## src/rtl/mc_ctrl_pkg.sv

```systemverilog
// ---------------------------------------------------------------------------
// mc_ctrl_pkg
// Shared encodings for the multicycle MIPS main control:
//   - instruction opcodes (IR[31:26])
//   - FSM state encoding (exposed on state_o for debug)
//   - datapath select codes for alu_op, alu_src_b and pc_source
//   - ctrl_word_t: the bundle of datapath strobes produced per state
// ---------------------------------------------------------------------------
package mc_ctrl_pkg;

    // Opcodes
    localparam logic [5:0] OP_R    = 6'b000000;
    localparam logic [5:0] OP_LW   = 6'b100011;
    localparam logic [5:0] OP_SW   = 6'b101011;
    localparam logic [5:0] OP_BEQ  = 6'b000100;
    localparam logic [5:0] OP_J    = 6'b000010;
    localparam logic [5:0] OP_ADDI = 6'b001000;

    // ALU operation requested from the ALU control decoder
    localparam logic [1:0] ALU_OP_ADD   = 2'b00;
    localparam logic [1:0] ALU_OP_SUB   = 2'b01;
    localparam logic [1:0] ALU_OP_FUNCT = 2'b10;

    // ALU B operand select
    localparam logic [1:0] SRC_B_RT      = 2'b00;
    localparam logic [1:0] SRC_B_FOUR    = 2'b01;
    localparam logic [1:0] SRC_B_IMM     = 2'b10;
    localparam logic [1:0] SRC_B_IMM_SH2 = 2'b11;

    // PC source select
    localparam logic [1:0] PC_SRC_ALU    = 2'b00;
    localparam logic [1:0] PC_SRC_ALUOUT = 2'b01;
    localparam logic [1:0] PC_SRC_JUMP   = 2'b10;

    // FSM states; codes 13..15 are unused
    typedef enum logic [3:0] {
        S_RESET     = 4'd0,
        S_FETCH     = 4'd1,
        S_DECODE    = 4'd2,
        S_MEM_ADDR  = 4'd3,
        S_MEM_RD    = 4'd4,
        S_MEM_WB    = 4'd5,
        S_MEM_WR    = 4'd6,
        S_R_EXEC    = 4'd7,
        S_R_WB      = 4'd8,
        S_BEQ       = 4'd9,
        S_JUMP      = 4'd10,
        S_ADDI_EXEC = 4'd11,
        S_ADDI_WB   = 4'd12
    } state_t;

    // Datapath strobes generated from the current state
    typedef struct packed {
        logic       pc_write;
        logic       pc_write_cond;
        logic [1:0] pc_source;
        logic       i_or_d;
        logic       mem_read;
        logic       mem_write;
        logic       ir_write;
        logic       mem_to_reg;
        logic       reg_dst;
        logic       reg_write;
        logic       alu_src_a;
        logic [1:0] alu_src_b;
        logic [1:0] alu_op;
        logic       instr_done;
    } ctrl_word_t;

endpackage

```

## src/rtl/mc_ctrl_decode.sv

```systemverilog
// ---------------------------------------------------------------------------
// mc_ctrl_decode
// Purely combinational output decode for the main control FSM.
// Ports:
//   state    in  current FSM state
//   mem_rdy  in  memory handshake; only consulted in FETCH and MEM_WR
//   cw       out control word (all strobes), zero in RESET and unused codes
// ---------------------------------------------------------------------------
module mc_ctrl_decode
    import mc_ctrl_pkg::*;
(
    input  state_t     state,
    input  logic       mem_rdy,
    output ctrl_word_t cw
);

    always_comb begin
        cw = '0;
        case (state)
            S_FETCH: begin
                cw.mem_read  = 1'b1;
                cw.alu_src_b = SRC_B_FOUR;
                cw.alu_op    = ALU_OP_ADD;
                // IR and PC only capture once the instruction word is valid
                cw.ir_write  = mem_rdy;
                cw.pc_write  = mem_rdy;
            end
            S_DECODE: begin
                // Branch target computed speculatively while the opcode is decoded
                cw.alu_src_b = SRC_B_IMM_SH2;
                cw.alu_op    = ALU_OP_ADD;
            end
            S_MEM_ADDR: begin
                cw.alu_src_a = 1'b1;
                cw.alu_src_b = SRC_B_IMM;
                cw.alu_op    = ALU_OP_ADD;
            end
            S_MEM_RD: begin
                cw.mem_read = 1'b1;
                cw.i_or_d   = 1'b1;
            end
            S_MEM_WB: begin
                cw.reg_write  = 1'b1;
                cw.mem_to_reg = 1'b1;
                cw.instr_done = 1'b1;
            end
            S_MEM_WR: begin
                cw.mem_write  = 1'b1;
                cw.i_or_d     = 1'b1;
                // The store finishes in the cycle memory accepts it
                cw.instr_done = mem_rdy;
            end
            S_R_EXEC: begin
                cw.alu_src_a = 1'b1;
                cw.alu_src_b = SRC_B_RT;
                cw.alu_op    = ALU_OP_FUNCT;
            end
            S_R_WB: begin
                cw.reg_write  = 1'b1;
                cw.reg_dst    = 1'b1;
                cw.instr_done = 1'b1;
            end
            S_BEQ: begin
                cw.alu_src_a     = 1'b1;
                cw.alu_src_b     = SRC_B_RT;
                cw.alu_op        = ALU_OP_SUB;
                cw.pc_write_cond = 1'b1;
                cw.pc_source     = PC_SRC_ALUOUT;
                cw.instr_done    = 1'b1;
            end
            S_JUMP: begin
                cw.pc_write   = 1'b1;
                cw.pc_source  = PC_SRC_JUMP;
                cw.instr_done = 1'b1;
            end
            S_ADDI_EXEC: begin
                cw.alu_src_a = 1'b1;
                cw.alu_src_b = SRC_B_IMM;
                cw.alu_op    = ALU_OP_ADD;
            end
            S_ADDI_WB: begin
                cw.reg_write  = 1'b1;
                cw.instr_done = 1'b1;
            end
            default: cw = '0;
        endcase
    end

endmodule

```

## src/rtl/mc_main_control.sv

```systemverilog
// ---------------------------------------------------------------------------
// mc_main_control
// Multicycle MIPS main control FSM. Holds the state register and next-state
// logic; output strobes come from mc_ctrl_decode.
// Ports:
//   clk, rst_n         clock, asynchronous active-low reset
//   opcode             IR[31:26], stable from DECODE to end of instruction
//   mem_rdy            memory completes the current access this cycle
//   pc_write .. alu_op datapath control strobes
//   instr_done         pulse in the final cycle of each legal instruction
//   illegal_op         pulse in DECODE for an unrecognised opcode
//   state_o            current state (debug)
// ---------------------------------------------------------------------------
module mc_main_control
    import mc_ctrl_pkg::*;
(
    input  logic       clk,
    input  logic       rst_n,
    input  logic [5:0] opcode,
    input  logic       mem_rdy,
    output logic       pc_write,
    output logic       pc_write_cond,
    output logic [1:0] pc_source,
    output logic       i_or_d,
    output logic       mem_read,
    output logic       mem_write,
    output logic       ir_write,
    output logic       mem_to_reg,
    output logic       reg_dst,
    output logic       reg_write,
    output logic       alu_src_a,
    output logic [1:0] alu_src_b,
    output logic [1:0] alu_op,
    output logic       instr_done,
    output logic       illegal_op,
    output logic [3:0] state_o
);

    state_t     state_reg;
    state_t     state_next;
    ctrl_word_t cw;

    always_ff @(posedge clk or negedge rst_n) begin
        if (!rst_n) begin
            state_reg <= S_RESET;
        end else begin
            state_reg <= state_next;
        end
    end

    always_comb begin
        state_next = state_reg;
        illegal_op = 1'b0;
        case (state_reg)
            S_RESET:  state_next = S_FETCH;
            S_FETCH:  if (mem_rdy) state_next = S_DECODE;
            S_DECODE: begin
                case (opcode)
                    OP_LW, OP_SW: state_next = S_MEM_ADDR;
                    OP_R:         state_next = S_R_EXEC;
                    OP_BEQ:       state_next = S_BEQ;
                    OP_J:         state_next = S_JUMP;
                    OP_ADDI:      state_next = S_ADDI_EXEC;
                    default: begin
                        state_next = S_FETCH;
                        illegal_op = 1'b1;
                    end
                endcase
            end
            S_MEM_ADDR: begin
                // Opcode is held by the IR, so only LW/SW can reach here;
                // anything else falls back to FETCH defensively.
                if (opcode == OP_LW) begin
                    state_next = S_MEM_RD;
                end else if (opcode == OP_SW) begin
                    state_next = S_MEM_WR;
                end else begin
                    state_next = S_FETCH;
                end
            end
            S_MEM_RD:    if (mem_rdy) state_next = S_MEM_WB;
            S_MEM_WB:    state_next = S_FETCH;
            S_MEM_WR:    if (mem_rdy) state_next = S_FETCH;
            S_R_EXEC:    state_next = S_R_WB;
            S_R_WB:      state_next = S_FETCH;
            S_BEQ:       state_next = S_FETCH;
            S_JUMP:      state_next = S_FETCH;
            S_ADDI_EXEC: state_next = S_ADDI_WB;
            S_ADDI_WB:   state_next = S_FETCH;
            default:     state_next = S_FETCH;
        endcase
    end

    mc_ctrl_decode u_decode (
        .state   (state_reg),
        .mem_rdy (mem_rdy),
        .cw      (cw)
    );

    assign pc_write      = cw.pc_write;
    assign pc_write_cond = cw.pc_write_cond;
    assign pc_source     = cw.pc_source;
    assign i_or_d        = cw.i_or_d;
    assign mem_read      = cw.mem_read;
    assign mem_write     = cw.mem_write;
    assign ir_write      = cw.ir_write;
    assign mem_to_reg    = cw.mem_to_reg;
    assign reg_dst       = cw.reg_dst;
    assign reg_write     = cw.reg_write;
    assign alu_src_a     = cw.alu_src_a;
    assign alu_src_b     = cw.alu_src_b;
    assign alu_op        = cw.alu_op;
    assign instr_done    = cw.instr_done;
    assign state_o       = state_reg;

endmodule
```

## config.mk

```make
export PLATFORM = sky130hd
export DESIGN_NAME = mc_main_control
export DESIGN_NICKNAME = d
export VERILOG_FILES = /design/src/rtl/mc_ctrl_pkg.sv /design/src/rtl/mc_ctrl_decode.sv /design/src/rtl/mc_main_control.sv
export SDC_FILE = /design/constraint.sdc
export NUM_CORES = 1
export LEC_CHECK = 0
export ABC_AREA = 1
export ABC_CLOCK_PERIOD_IN_PS = 3100
export BUFFER_PORTS_ARGS = -buffer_cell sky130_fd_sc_hd__buf_4
export CORE_AREA = 2 2 39 41
export CTS_BUF_LIST = sky130_fd_sc_hd__clkbuf_4 sky130_fd_sc_hd__clkbuf_8 sky130_fd_sc_hd__clkbuf_16
export DETAILED_ROUTE_END_ITERATION = 8
export DIE_AREA = 0 0 41 43
export PLACE_DENSITY = 0.72
export SLEW_MARGIN = 10
export SYNTH_ARGS = -nofsm -noshare
export SYNTH_HDL_FRONTEND = slang
export SYNTH_SLANG_ARGS = --single-unit
```

## constraint.sdc

```tcl
create_clock -name clk -period 3.1 [get_ports clk]
set_clock_uncertainty 0.2 [all_clocks]
set_input_delay 0.62 -clock clk [delete_from_list [all_inputs] [get_ports clk]]
set_output_delay 0.62 -clock clk [all_outputs]
set_load 0.1 [all_outputs]
```

==> impl_results.md, run 1 <==
* Status: completed
* Critical path origin: state_o[0]
* Chip Width at 41 µm
* Crit share post-route at 0.817
* Synth Cell Area at about 510 µm²
* Post-CTS setup buffers at 0
* Final wirelength at 1.54 mm
* Starting density of the core at 0.369
* Yosys warnings at 0
* Cts bufs inserted at 3
* Relative slew slack at 0.745
* Final Hold Vio Count at 0
* Final setup fails at 0
* Critical path depth at 6
* Cell family with most CP delay: simple AND/OR/NAND/NOR gates
* Asr flop ratio synth at 1.00
* EDFF count, synth at 0
* Finished Layout Cells at roughly 150
* Synth area leader: nand2_1
* Synth top area cells: nand2_1, dfrtp_1, nor2_1
* Total Routing Usage GR at 0.190
* CTS max path bufs at 2
* Reg2reg path depth at 10
* TritonCTS clock tree: built
* Vias/cell at 4.96
* Clock transition at the registers of the reported paths at 0.03 ns
* Initial DRC Count at 18
* Synth Register Bits at 4
* Crit path buf inv count at 2
* Yosys top cell area share at 0.228
* Critical setup path kind: reg2out
* Most common cell in the synthesized netlist: nand2_1
* Gpl congestion at 0.812
* Worst EP arrival at 1.71 ns
* Hpwl dp at 1.28 mm
* Global-route wire length before repair at 2.37 mm
* Mapped Cells at between 100 and 150
* Number of port buffers at 30
* Hold WC Path Type: reg2reg
* CP max stage cell: dfrtp_2
* Post-placement cell count at approximately 150
* Unique masters post-synth at 13
* H-tree lvl count at 1
* Core Area at 1380 µm²
* Post-route setup TNS at 0 ns
* Via count at about 750
* Clk sinks at 4
* FF+latch area at around 110 µm²
* Largest net degree at the start of global routing at 8
* RR Endpoint: state_o[0]
* Crit path max fanout at 7
* Least-Margin Pin Slew at 0.382 ns
* Drt pass-1 iters at 4
* Vias in the first global route at between 600 and 700
* Cells along the critical path: inv_1 > nand2_1 > nor2_2 > nand2_1 > nor2_2 > buf_4
* Initial antenna violation count at 0
* Post-Syn Area per Cell at 5.00 µm²
* Commonest cells in the netlist: nand2_1, nor2_1, inv_1, nand3_1, dfrtp_1
* Max-Cap Viols at 0
* Multi-input logic area at just over 400 µm²
* Critical Path RT at 2.28 ns
* Share of cells above drive strength 1 at 0.400
* Row Count at 14
* Syn Nets at 111
* Antenna cells at 0
* Root Driver: clkbuf_4
* Die footprint at around 1800 µm²
* Unrepaired setup endpoints after global routing: false
* Skew-Pair Late Insertion Delay at 0.23 ns
* Drt drc at 0
* Max FFs per register at 4
* I/O Pins at 31
* Reg-to-Reg Start: state_o[3]
* Area grow syn2layout at 67.9%
* Setup crit start kind: register
* Max Clk Rate at 395 MHz
* Worst setup endpoint: illegal_op
* Max Slew Vio Count at 0
* Crit end category: primary output
* Register area share after synthesis at 0.196
* Reg2reg setup slack at 1.46 ns
* Post-route minimum period at 2.53 ns
* Total gr overflow at 0
* WL per Instance at 10.2 µm
* Total Nets Final at approximately 150
* FILL cells at 150
* Die H at 43 µm
* Antenna Nets Post-Route at 0
* Largest stage delay on the critical path at 0.45 ns
* Dominant synthesized flop cell: dfrtp_1
[cell families (layout without fill, tap and decap cells)]
| kind of cell | Yosys count | after routing | share of synthesized area |
|---|---|---|---|
| buffers and inverters | 19 | 52 | 0.147 |
| AND/OR/NAND/NOR | 75 | 75 | 0.615 |
| AO/OA/AOI/OAI | 4 | 4 | 0.0417 |
| flip-flops | 4 | 4 | 0.196 |
[metal layers]
layer,GRT usage,part of all wire,vias to the layer above
li1,-,-,383
met1,0.235,0.44,343
met2,0.300,0.51,21
met3,0.0314,0.042,2
met4,0.0933,0.0065,0
met5,0,0,-
[worst min-delay path by stage]
stage / start / to / slack, ns / depth (start not counted)
after detailed placement: rst_n / state_o[1] / 0.22 / 1
after floorplan: rst_n / state_o[0] / 0.12 / 0
after CTS: state_o[2] / state_o[2] / 0.39 / 2
after global placement: rst_n / state_o[1] / 0.22 / 1
final: state_o[2] / state_o[2] / 0.38 / 2
after global routing: state_o[2] / state_o[2] / 0.41 / 2
[layout make-up]
type / count / share of cell area
Tap cell: 16 / 0.0234
Sequential cell: 4 / 0.123
Inverter: 18 / 0.0832
Clock buffer: 3 / 0.0263
Multi-Input combinational cell: 79 / 0.470
Timing Repair Buffer: 31 / 0.274
[worst reg2reg max path, stage by stage (launching register included)]
cell,delay [ns]
dfrtp_2,0.42
inv_1,0.09
nand2_1,0.19
inv_1,0.17
nand2_1,0.09
nand2_1,0.08
nand2_2,0.08
inv_1,0.06
nand2_1,0.06
inv_1,0.05
nor2_1,0.03
[cell usage in the layout (no fill, tap or decap), drive strengths merged]
cell / count
nor2: 26
a21oi: 2
dfrtp: 4
o21ai: 1
nand4: 3
inv: 17
clkinvlp: 1
nand3: 13
dlygate4sd3: 1
buf: 30
nand2: 32
clkbuf: 3
o22ai: 1
nor3: 1
[stage by stage]
stage	setup WS [ns]	hold WS, ns	util	instance area [µm²]
2_1_floorplan	0.0426	0.124	-	587
3_3_place_gp	0.748	0.218	0.596	825
3_5_place_dp	0.710	0.218	0.596	825
4_1_cts	0.558	0.389	0.619	857
5_1_grt	0.430	0.413	0.619	857
6_report	0.566	0.380	0.619	857
[timing repair]
action,in CTS,in global routing
endpoints found under the hold margin,4,0
hold buffers,1,0
gates resized for setup,0,0
Power of run 1 is not shown: default switching activity piles up to over one toggle a cycle in this logic, so the estimate is an artifact.
==> inputs of run 2 (changes only) <==
- ABC_AREA: 1 -> 0
- ABC_CLOCK_PERIOD_IN_PS: 3100 -> 2500
- CORE_AREA: 2 2 39 41 -> not set
- CORE_MARGIN: not set -> 1.5
- CORE_UTILIZATION: not set -> 42
- DIE_AREA: 0 0 41 43 -> not set
- PLACE_DENSITY: 0.72 -> 0.77
- clock period: 3.1 -> 2.5 ns (I/O delays scaled with it)
==> run 2 against run 1 <==
Effect of this change:
- sequential share of layout area decreased by 0.90 points
- highest routed layer unchanged
- via count up 0.80%
- routed wire length grew 19%
==> impl_results.md, run 2 <==
* Least-Margin Pin Slew at 0.453 ns
* Largest stage delay on the critical path at 0.54 ns
* Synth Area in XOR/XNOR at 0.0315
* Asr flop ratio synth at 1.00
* Yosys top cell area share at 0.180
* Clk sinks at 4
* Commonest cells after routing, fill and taps aside: buf_4, nor2_4, nor2_1
* Die footprint at 1550 µm²
* Synth Register Bits at 4
* I/O Pins at 31
* Number of port buffers at 30
* Die H at 39.4 µm
* Worst hold slack at 0.392 ns
* Total gr overflow at 0
* Starting density of the core at 0.474
* Skew-Pair Late Insertion Delay at 0.24 ns
* Synth area leader: dfrtp_1
* Chip Width at 39.4 µm
* Finished Layout Cells at 129
* Max Clk Rate at 419 MHz
* Critical path's most frequent cell: buf_4
* Adder-Cell Fraction of Synth Area at 0
* Total Nets Final at about 130
* Global-route wire length before repair at approximately 2.8 mm
* Pleak at 0.000412 µW
* Post-placement cell count at about 130
* Cell area after layout at 1010 µm²
* Fin util at 0.865
* Critical Path RT at 1.80 ns
* Core Area at between 1000 and 1500 µm²
* Multiplexer share of the synthesized area at 0
* Max-Cap Viols at 0
* Main combinational cell family by area after synthesis: simple AND/OR/NAND/NOR gates
* Area grow syn2layout at 82.4%
* Vias/cell at 5.85
* Root Driver: clkbuf_4
* Antenna cells at 0
* Post-Syn Area per Cell at around 6.5 µm²
* Crit share post-route at 0.956
* Share of cells above drive strength 1 at 0.583
* Commonest cells in the netlist: nor2_1, nand2b_1, o21ai_0, a21oi_1, buf_2
* Antenna Nets Post-Route at 0
* Via count at around 760
* Gpl congestion at 0.848
* Unrepaired setup endpoints after global routing: false
* Register area share after synthesis at 0.180
* Initial antenna violation count at 0
* EDFF count, synth at 0
* Pwr Total at 638 µW
* Synth top area cells: dfrtp_1, nor2_1, nand2b_1
* Worst EP arrival at around 1.7 ns
* Relative slew slack at 0.698
* Final Hold Vio Count at 0
* Total Routing Usage GR at 0.273
* Syn Nets at 94
* Power per cell area at 629 nW/µm²
* Yosys warnings at 0
* Dominant synthesized flop cell: dfrtp_1
* Max Slew Vio Count at 0
* Most common cell in the synthesized netlist: nor2_1
* Setup crit start kind: register
* Post-route minimum period at 2.39 ns
* Crit end category: primary output
* Simple-gate share of the synthesized area at 0.399
* TritonCTS clock tree: built
* Critical setup path kind: reg2out
* CP max stage cell: dfrtp_4
* Status: completed
* Final setup fails at 0
* CTS max path bufs at 2
* Dpl cell area at 971 µm²
* Crit path max fanout at 12
* Synth Area in Compound Gates at 0.295
* WL per Instance at around 14 µm
* Drt drc at 0
* Hpwl dp at 1.31 mm
* Drt pass-1 iters at 4
* Hold WC Path Type: in2reg
* Row Count at 12
* Mapped Cells at 85
* Max FFs per register at 4
* Max VDD drop at 352 µV
* H-tree lvl count at 1
* Cells along the critical path: buf_4 > a21oi_1 > o21ai_0 > o21ai_4 > buf_4
* Synth Cell Area at between 500 and 600 µm²
* Most common cell after layout, fill and taps aside: buf_4
* Final wirelength at 1.84 mm
* Initial DRC Count at 18
* Vias in the first global route at 667
* Unique masters post-synth at 31
* Cts bufs inserted at 3
* Clock transition at the registers of the reported paths at 0.04 ns
* Largest net degree at the start of global routing at 13
## run 2: changes by cell type in the layout (fill, tap and decap cells not counted), sizes merged, moves of 6 or more
cell and delta:
nand2b +7, nand2 -28, nor2 -10, o21ai +6, nand3 -11, inv -15
## run 2: worst max-delay path, delay by kind of cell (launching register included)
family / cells / cell delay, ns
AOI/OAI and AO/OA: 3 / 0.39
DFF: 1 / 0.54
buffers and inverters: 2 / 0.52
## run 2: cell families (layout without fill, tap and decap cells)
family,after synthesis,after routing
buffers and inverters,11,41
and+or+nand+nor,43,43
AOI/OAI and AO/OA,25,25
xor gates and xnor gates,2,2
DFF,4,4
## run 2: repair_timing
action / 4_1_cts / 5_1_grt
resized for setup: 1 / 2
endpoints found under the setup margin: 2 / 1
buffers inserted: 0 / 0
hold endpoints to repair: 4 / 0
hold buffers: 1 / 0
## run 2: final timing paths
check	start	end	slack (ns)	cells past startpoint
min in group asynchronous	rst_n	state_o[3]	0.41	2
max reg2reg	state_o[0]	state_o[0]	0.70	4
max in group asynchronous	rst_n	state_o[0]	1.58	2
min	opcode[4]	state_o[3]	0.39	4
min reg2reg	state_o[3]	state_o[1]	0.47	1
max	state_o[0]	instr_done	0.11	5
## run 2: area by class of cell
| type | count | area, µm² |
|---|---|---|
| Inverter | 3 | 15.0 |
| Tap cell | 14 | 17.5 |
| Timing Repair Buffer | 35 | 265 |
| Fill cell | 77 | 158 |
| Clock buffer | 3 | 22.5 |
| Sequential cell | 4 | 115 |
| Multi-Input combinational cell | 70 | 578 |
## run 2: metrics by stage
stage | TNS (ns) | setup slack, ns
2_1_floorplan | -0.354 | -0.110
3_3_place_gp | 0 | 0.242
3_5_place_dp | 0 | 0.169
4_1_cts | 0 | 0.0893
5_1_grt | 0 | 0.0618
6_report | 0 | 0.111
## run 2: layer usage
| layer | wire length, µm | track usage | share of wire | up-vias |
|---|---|---|---|---|
| li1 | - | - | - | 361 |
| met1 | 739 | 0.284 | 0.40 | 348 |
| met2 | 964 | 0.500 | 0.52 | 40 |
| met3 | 89 | 0.0398 | 0.048 | 6 |
| met4 | 44 | 0.172 | 0.024 | 0 |
| met5 | 0 | 0 | 0 | - |
## run 2: power breakdown
part	internal (µW)	leakage, µW	switching, µW
Sequential	75.8	0.0000453	21.2
Combinational	119	0.000353	341
Clock	53.7	0.0000138	27.6
No activity file was read; power rests on OpenSTA's default activity.
